<file path="src/rtl/comp_seq.sv">
// comp_seq: clock sequencer for a comparator bank with output sync, phase timeouts and majority voting
module comp_seq #(
    parameter int NCH   = 4,
    parameter int NVOTE = 3,
    parameter int SYNC  = 2,
    parameter int TMO   = 16
) (
    input  logic           clk,
    input  logic           rst_n,
    input  logic           start,
    input  logic           mode,
    output logic [NCH-1:0] comp_clk,
    input  logic [NCH-1:0] comp_p,
    input  logic [NCH-1:0] comp_n,
    output logic           busy,
    output logic           done,
    output logic [NCH-1:0] result,
    output logic [NCH-1:0] err
);
    localparam int CW = $clog2(TMO);
    localparam int VW = $clog2(NVOTE + 1);

    if (NVOTE < 1 || NVOTE % 2 == 0) begin : g_bad_nvote
        $error("comp_seq: NVOTE must be odd and >= 1");
    end
    if (SYNC < 2) begin : g_bad_sync
        $error("comp_seq: SYNC must be >= 2");
    end
    if (TMO < SYNC + 2) begin : g_bad_tmo
        $error("comp_seq: TMO must be >= SYNC+2");
    end

    typedef enum logic [1:0] {IDLE, EVAL, PRE, DONE} state_t;

    state_t         state_q, state_d;
    logic [CW-1:0]  cnt_q, cnt_d;
    logic [VW-1:0]  vidx_q, vidx_d;
    logic [VW-1:0]  v_q, v_d;
    logic [VW-1:0]  ones_q [NCH];
    logic [VW-1:0]  ones_d [NCH];
    logic [NCH-1:0] err_acc_q, err_acc_d;
    logic [NCH-1:0] syn_p_q [SYNC];
    logic [NCH-1:0] syn_p_d [SYNC];
    logic [NCH-1:0] syn_n_q [SYNC];
    logic [NCH-1:0] syn_n_d [SYNC];
    logic [NCH-1:0] comp_clk_q, comp_clk_d;
    logic [NCH-1:0] result_q, result_d;
    logic [NCH-1:0] err_q, err_d;
    logic           busy_q, busy_d;
    logic           done_q, done_d;
    logic [NCH-1:0] sp, sn, resolved, precharged;
    logic           cnt_tmo;

    assign sp         = syn_p_q[SYNC-1];
    assign sn         = syn_n_q[SYNC-1];
    assign resolved   = sp ^ sn;
    assign precharged = ~(sp | sn);
    assign cnt_tmo    = cnt_q == CW'(TMO - 1);
    assign comp_clk   = comp_clk_q;
    assign busy       = busy_q;
    assign done       = done_q;
    assign result     = result_q;
    assign err        = err_q;

    // shift the raw comparator outputs through the synchroniser chains
    always_comb begin
        syn_p_d[0] = comp_p;
        syn_n_d[0] = comp_n;
        for (int k = 1; k < SYNC; k++) begin
            syn_p_d[k] = syn_p_q[k-1];
            syn_n_d[k] = syn_n_q[k-1];
        end
    end

    // sequencer: phase transitions, vote tallying, fault accumulation and result formation
    always_comb begin
        state_d   = state_q;
        cnt_d     = cnt_q + CW'(1);
        vidx_d    = vidx_q;
        v_d       = v_q;
        ones_d    = ones_q;
        err_acc_d = err_acc_q;
        result_d  = result_q;
        err_d     = err_q;
        case (state_q)
            IDLE: if (start) begin
                state_d   = EVAL;
                vidx_d    = '0;
                v_d       = mode ? VW'(NVOTE) : VW'(1);
                err_acc_d = '0;
                for (int i = 0; i < NCH; i++) ones_d[i] = '0;
            end
            EVAL: if (&resolved || cnt_tmo) begin
                state_d   = PRE;
                err_acc_d = err_acc_q | ~resolved;
                for (int i = 0; i < NCH; i++) ones_d[i] = ones_q[i] + VW'(resolved[i] & sp[i]);
            end
            PRE: if (&precharged || cnt_tmo) begin
                err_acc_d = err_acc_q | ~precharged;
                if (vidx_q == v_q - VW'(1)) begin
                    state_d = DONE;
                    err_d   = err_acc_d;
                    for (int i = 0; i < NCH; i++) result_d[i] = ones_q[i] > (v_q >> 1);
                end else begin
                    state_d = EVAL;
                    vidx_d  = vidx_q + VW'(1);
                end
            end
            DONE:    state_d = IDLE;
            default: state_d = IDLE;
        endcase
        if (state_d != state_q) cnt_d = '0;
        comp_clk_d = {NCH{state_d == EVAL}};
        busy_d     = state_d != IDLE;
        done_d     = state_d == DONE;
    end

    // state and output registers; reset drops comparator clocks immediately
    always_ff @(posedge clk or negedge rst_n) begin
        if (!rst_n) begin
            state_q    <= IDLE;
            cnt_q      <= '0;
            vidx_q     <= '0;
            v_q        <= '0;
            err_acc_q  <= '0;
            comp_clk_q <= '0;
            result_q   <= '0;
            err_q      <= '0;
            busy_q     <= 1'b0;
            done_q     <= 1'b0;
            for (int i = 0; i < NCH; i++) ones_q[i] <= '0;
            for (int k = 0; k < SYNC; k++) begin
                syn_p_q[k] <= '0;
                syn_n_q[k] <= '0;
            end
        end else begin
            state_q    <= state_d;
            cnt_q      <= cnt_d;
            vidx_q     <= vidx_d;
            v_q        <= v_d;
            err_acc_q  <= err_acc_d;
            comp_clk_q <= comp_clk_d;
            result_q   <= result_d;
            err_q      <= err_d;
            busy_q     <= busy_d;
            done_q     <= done_d;
            ones_q     <= ones_d;
            syn_p_q    <= syn_p_d;
            syn_n_q    <= syn_n_d;
        end
    end
endmodule

</file>
<file path="config.mk">
export PLATFORM = sky130hd
export DESIGN_NAME = comp_seq
export DESIGN_NICKNAME = d
export VERILOG_FILES = /design/src/rtl/comp_seq.sv
export SDC_FILE = /design/constraint.sdc
export NUM_CORES = 1
export LEC_CHECK = 0
export ABC_AREA = 1
export ABC_CLOCK_PERIOD_IN_PS = 2200
export CAP_MARGIN = 25
export CORE_ASPECT_RATIO = 0.75
export CORE_MARGIN = 2
export CORE_UTILIZATION = 45
export DETAILED_ROUTE_END_ITERATION = 12
export PLACE_DENSITY = 0.66
export SLEW_MARGIN = 30
export SYNTH_ARGS = -nofsm -noshare
export SYNTH_HDL_FRONTEND = slang
export SYNTH_SLANG_ARGS = --single-unit
</file>
<file path="constraint.sdc">
create_clock -name clk -period 2.2 [get_ports clk]
set_input_delay 0.44 -clock clk [delete_from_list [all_inputs] [get_ports clk]]
set_output_delay 0.44 -clock clk [all_outputs]
set_load 0.01 [all_outputs]
</file>
==> impl_metrics.py, run 1 <==
metrics = {
    "cells_and_area": {
        "nFillCells": 477,
        "layout-drive-gt1-share_pct": 11.6,
        "area_growth_pct": 17.0,
        "stdcell_count": 356,
        "fin_nets": 316,
        "register_area_sq_um": 1230,
        "multi_input_area_sq_um": 917,
        "antenna_cells": 0,
        "fin_area_sq_um": 2760,
    },
    "yosys": {
        "synth_cell_types": 24,
        "ys_ff_latch": 49,
        "async_reset_ff_share_pct": 100,
        "synth_common_cells": "dfrtp_1, inv_1, nand2_1",
        "netlist_area_sq_um": 2360,
        "post_synth.cell_area_avg_sq_um": 9.29,
        "synth_simple_gate_area_share_pct": 18.5,
        "ys_warn_count": 0,
        "synthAdderAreaFrac_pct": 11.1,
        "yosys-top-cells-area": "dfrtp_1, ha_1, inv_1, nand2_1, o21ai_0",
        "ys_seq_area_share_pct": 52.0,
        "syn_inst": 254,
        "synth_edf_count": 0,
        "yosysMostFrequentCell": "dfrtp_1",
        "synth_compound_area_share_pct": 8.49,
        "yosys.area.top_type_share_pct": 52.0,
        "synthMuxAreaShare_pct": 0,
        "synth_xor_area_share_pct": 0.743,
        "synth_nets": 287,
        "synth_top_family_by_area": "simple AND/OR/NAND/NOR gates",
        "yosys_most_used_dff": "dfrtp_1",
        "yosys.area.top_type": "dfrtp_1",
    },
    "detailed_routing": {
        "drt_iter0_markers": 67,
        "post_drt_wl_per_cell_microns": 10.6,
        "drcViolationCount": 0,
        "vias_per_cell": 4.45,
        "wirelength_mm": 3.77,
        "vias": 1583,
        "first_pass_iters": 4,
        "drt.antenna.violating_nets": 0,
    },
    "timing": {
        "hold_viol": 0,
        "setup_tns_ns": 0,
        "max_freq_ghz": 0.540,
        "finalSetupViolations": 0,
        "drv_slew": 0,
        "rsz0062_at_grt": "no",
        "slew_headroom_pct": 53.7,
        "tightest_slew_ns": 0.695,
        "fin_crit_sh_pct": 84.1,
        "fin_crit_ns": 1.85,
        "fin_skew_ns": 0.00458,
    },
    "placed_design": {
        "portBuffers": 25,
        "dp.cells": 348,
        "placed_area_sq_um": 2670,
        "hpwl_mm": 2.93,
        "gp_congestion": 0.871,
    },
    "worst_setup_path": {
        "crit_chain": "inv_1, ha_1, inv_2, a21oi_1, nand2_1, inv_2, nand2_1, o21ai_0, a21oi_1",
        "cp_max_fo": 12,
        "slowest_delay_ns": 0.43,
        "crit_slowest_cell": "dfrtp_1",
        "cp_data_required_time_ns": 2.39,
        "arrival_ns": 2.04,
        "path_class": "register to register",
        "start_kind": "register",
        "endpoint_kind": "register",
    },
    "global_routing": {
        "grt_max_degree": 33,
        "overflow": 0,
        "grt_pass1_vias": 1346,
        "grt_pass1_wl_mm": 6.40,
        "grtUsageTotal_pct": 14.7,
        "antenna_found_initial": 0,
    },
    "clock_tree": {
        "cts.sinks": 49,
        "insertion_delay_ns": 0.30,
        "cts_max_level": 2,
        "clk_pin_slew_ns": 0.09,
        "numCtsBuffers": 5,
        "cts_buffer_depth": 2,
        "ctsResizeCount": 0,
        "cts_setup_buffers": 0,
        "root_buffer": "clkbuf_8",
        "cts_tree": "built",
        "ctsHoldBuffers": 0,
    },
    "power_and_ir_drop": {
        "p_leak_nw": 1.38,
        "ir_drop_uv": 440,
        "p_sw_mw": 1.08,
        "sw_frac_of_total_pct": 38.3,
        "power_frac_comb_pct": 37.9,
        "pwr-share-clk_pct": 18.7,
        "seqPwrFrac_pct": 43.3,
        "power_density_nw_per_um2": 1020,
        "p_int_mw": 1.74,
    },
    "die": {
        "initial_core_util_pct": 47.3,
        "die_w_microns": 87.6,
        "core_sq_um": 4980,
        "die_area_sq_um": 5840,
        "pin_count": 26,
        "rows": 22,
        "dieHeight_microns": 66.7,
    },
    "flow_run": {
        "cap_viol_max_count": 0,
    },
    "min_path": {
        "hold_class": "input pin to async pin",
    },
    "run_status": {
        "status": "finished, final reports clean",
    },
}
through the flow:
stage / util [%] / setup WS, ns / total power, mW / hold WS [ns]
5_1_grt: 55.4 / 0.177 / 3.07 / 0.219
3_5_place_dp: 53.6 / 0.278 / 2.31 / 0.335
3_3_place_gp: 53.6 / 0.304 / 2.29 / 0.332
4_1_cts: 55.4 / 0.346 / 2.84 / 0.196
6_report: 55.4 / 0.350 / 2.81 / 0.180
2_1_floorplan: - / 0.627 / 2.04 / 0.144
metal layers:
metal	vias up	share of wire [%]	wire length [microns]	GRT usage (%)
li1	849	-	-	-
met1	692	55	2080	23.1
met2	37	38	1440	19.5
met3	5	5.7	215	3.72
met4	0	0.85	32	4.04
met5	-	0	0	0
logic make-up after synthesis:
group,count (synthesis)
simple gates,92
buf+inv,52
flops,49
compound gates,38
fa+ha+maj,21
xor+xnor,2
critical path: cells and delay by family, from the launching register on:
family,cells,cell delay (ns)
simple gates,2,0.17
flops,1,0.43
buf+inv,3,0.47
fa+ha+maj,1,0.31
compound gates,3,0.37
final timing paths:
| check | startpoint | endpoint | slack (ns) | depth (start not counted) |
|---|---|---|---|---|
| worst max-delay path | state_q[1] | ones_q[3] | 0.35 | 9 |
| worst min-delay path | rst_n | syn_n_d[1] | 0.18 | 1 |
| worst max register to register | state_q[1] | ones_q[3] | 0.35 | 9 |
| worst min register to register | syn_p_d[1] | sp[1] | 0.35 | 0 |
| max in group asynchronous | rst_n | err[0] | 1.41 | 2 |
| min in group clk | syn_p_d[1] | sp[1] | 0.35 | 0 |
power groups by stage:
| stage | clock [mW] | sequential (mW) | combinational (mW) |
|---|---|---|---|
| 2_1_floorplan | 0 | 1.22 | 0.825 |
| 3_3_place_gp | 0 | 1.23 | 1.06 |
| 3_5_place_dp | 0 | 1.24 | 1.07 |
| 4_1_cts | 0.543 | 1.22 | 1.08 |
| 5_1_grt | 0.590 | 1.25 | 1.23 |
| 6_report | 0.527 | 1.22 | 1.07 |
state kept, by name, indices dropped and copies added, names as in the netlist:
| name | flops |
|---|---|
| result | 4 |
| ones_q | 8 |
| err_acc_q | 4 |
| sn | 4 |
| v_q | 2 |
| cnt_q | 4 |
| err | 4 |
| comp_clk | 1 |
| syn_n_d | 4 |
| done | 1 |
| vidx_q | 2 |
| state_q | 2 |
| sp | 4 |
| busy | 1 |
| syn_p_d | 4 |
placed cells by master, fill, tap and decap left out, types with 2 or more instances in the layout:
master,n
o21ai_0,22
nand3_2,3
o21ai_1,3
nand2_1,40
nand2_2,8
nor2_1,25
inv_2,5
ha_1,21
inv_1,42
dfrtp_1,49
clkbuf_8,5
nand3_1,11
clkdlybuf4s50_1,24
buf_4,2
a21oi_1,10
o21ai_2,2
layout make-up:
cell class	count	area share [%]
well taps	72	3.26
multi-input cells	153	33.2
repair buffers	27	9.43
flip-flops and latches	49	44.4
clock inverters	3	0.771
clock buffers	5	2.49
inverters	47	6.39
Power figures use the tool's default switching activity.
==> inputs of run 2 (changes only) <==
Settings changed: ABC_CLOCK_PERIOD_IN_PS 2200 to 1590, PLACE_DENSITY 0.66 to 0.69.
Clock period 2.2 ns to 1.59 ns, I/O delays scaled along.
==> run 2 against run 1 <==
Net effect: sequential power rose by 37%; the run now ends with negative setup slack left; fmax grew 12%; clock power increased by 37%; power up 60%; flip-flop and latch count unchanged; first-iteration DRC count rose by 22%.
==> impl_metrics.py, run 2 (synthesized netlist as in run 1, its figures left out) <==
metrics = {
    "timing": {
        "hold_viol": 0,
        "finalSetupViolations": 7,
        "slew_headroom_pct": 64.7,
        "max_freq_ghz": 0.605,
        "fin_crit_sh_pct": 104,
        "rsz0062_at_grt": "yes",
        "drv_slew": 0,
        "fin_skew_ns": 0.0131,
        "hold_slack_ns": 0.355,
        "tightest_slew_ns": 0.530,
        "setup_slack_ns": -0.0635,
        "fin_crit_ns": 1.65,
    },
    "die": {
        "rows": 22,
        "die_area_sq_um": 5840,
        "core_sq_um": 4980,
        "die_w_microns": 87.6,
        "pin_count": 26,
        "dieHeight_microns": 66.7,
        "initial_core_util_pct": 47.3,
    },
    "run_status": {
        "violations": "negative setup slack",
        "status": "complete, but fails checks",
    },
    "detailed_routing": {
        "vias": 1743,
        "drcViolationCount": 0,
        "drt.antenna.violating_nets": 0,
        "post_drt_wl_per_cell_microns": 12.1,
        "drt_iter0_markers": 82,
        "vias_per_cell": 4.56,
        "wirelength_mm": 4.64,
        "first_pass_iters": 4,
    },
    "min_path": {
        "hold_class": "register to register",
        "hold_start": "syn_p_d[0]",
        "holdPathStages": 0,
        "holdPathEnd": "sp[0]",
    },
    "worst_setup_path": {
        "worst-r2r-cell-count": 13,
        "cp_data_required_time_ns": 1.79,
        "reg2reg_from": "sp[3]",
        "arrival_ns": 1.86,
        "r2r_slack_ns": -0.06,
        "path_class": "register to register",
        "endpoint_kind": "register",
        "reg2reg_to": "cnt_q[0]",
        "start_kind": "register",
        "cp_max_fo": 4,
    },
    "cells_and_area": {
        "largest_reg_flops": 8,
        "antenna_cells": 0,
        "final_core_util_pct": 63.6,
        "stdcell_count": 382,
        "fin_nets": 342,
        "layout_commonest_cell": "dfrtp_1",
        "layout-drive-gt1-share_pct": 30.0,
        "final_cell_mix": "dfrtp_1, nand2_1, inv_1",
        "area_growth_pct": 34.4,
        "top_register": "ones_q",
    },
    "global_routing": {
        "globalRouteMet1Util_pct": 23.6,
        "overflow": 0,
        "grtUsageTotal_pct": 16.8,
        "grt_pass1_wl_mm": 7.38,
        "grt_max_degree": 23,
        "gr-usage-met2_pct": 25.6,
        "grt.met3_usage_pct": 4.09,
        "antenna_found_initial": 0,
        "busiest_layer": "met2",
        "grt_pass1_vias": 1615,
    },
    "placed_design": {
        "hpwl_mm": 3.17,
        "portBuffers": 25,
        "gp_congestion": 0.858,
        "dp.cells": 370,
    },
    "clock_tree": {
        "cts_tree": "built",
        "numCtsBuffers": 5,
        "clk_pin_slew_ns": 0.09,
        "cts.sinks": 49,
        "root_buffer": "clkbuf_8",
        "cts_buffer_depth": 2,
        "insertion_delay_ns": 0.30,
        "cts_max_level": 2,
    },
    "power_and_ir_drop": {
        "power_density_nw_per_um2": 1420,
        "p_leak_nw": 1.57,
        "total_power_mw": 4.51,
        "ir_drop_uv": 770,
    },
    "flow_run": {
        "cap_viol_max_count": 0,
    },
}
run 2: routing by layer:
layer | vias up | routed length, microns
met1 | 805 | 2300
met3 | 7 | 175
met5 | - | 0
li1 | 898 | -
met2 | 33 | 2120
met4 | 0 | 49
run 2: critical path, cell delays in order (launching register included):
cell	delay, ns
dfrtp_1	0.37
inv_2	0.05
ha_4	0.28
nand2_4	0.05
o21ai_4	0.17
nand2_1	0.08
nand2_1	0.09
nand2_2	0.06
nand2_2	0.08
nand3_2	0.07
nand2_1	0.06
inv_1	0.04
nand2_2	0.09
nor2_1	0.05
run 2: timing repair:
action,CTS,global route
endpoints found under the hold margin,6,0
setup endpoints to repair,20,33
resized for setup,19,49
hold buffers,1,0
cloned,0,0
buffers inserted,1,2
pin swaps,10,9
run 2: worst max path at each step:
| stage | slack (ns) | cells past startpoint | to | from |
|---|---|---|---|---|
| 3_3_place_gp | -0.12 | 10 | ones_q[6] | start |
| 5_1_grt | -0.17 | 13 | cnt_q[0] | sp[0] |
| 4_1_cts | -0.05 | 13 | cnt_q[3] | sp[2] |
| 2_1_floorplan | 0.02 | 10 | ones_q[5] | state_q[1] |
| 6_report | -0.06 | 13 | cnt_q[0] | sp[3] |
| 3_5_place_dp | -0.1 | 10 | ones_q[3] | start |
run 2: final cells by class:
cell class	count	area, sq um
flip-flops and latches	49	1230
clock buffers	6	72.6
repair buffers	53	492
clock inverters	2	15.0
inverters	47	181
well taps	72	90.1
fillers	438	1810
multi-input cells	153	1090
run 2: report_power, final:
part / total, mW / internal (mW) / switching [mW]
clock: 0.724 / 0.310 / 0.414
combinational: 2.12 / 0.939 / 1.18
sequential: 1.67 / 1.50 / 0.168
run 2: stage by stage:
stage | TNS, ns | area, sq um | setup WS [ns]
2_1_floorplan | 0 | 2360 | 0.0169
3_3_place_gp | -1.05 | 2850 | -0.122
3_5_place_dp | -1.06 | 2850 | -0.0967
4_1_cts | -0.295 | 3030 | -0.0454
5_1_grt | -2.20 | 3170 | -0.173
6_report | -0.286 | 3170 | -0.0635
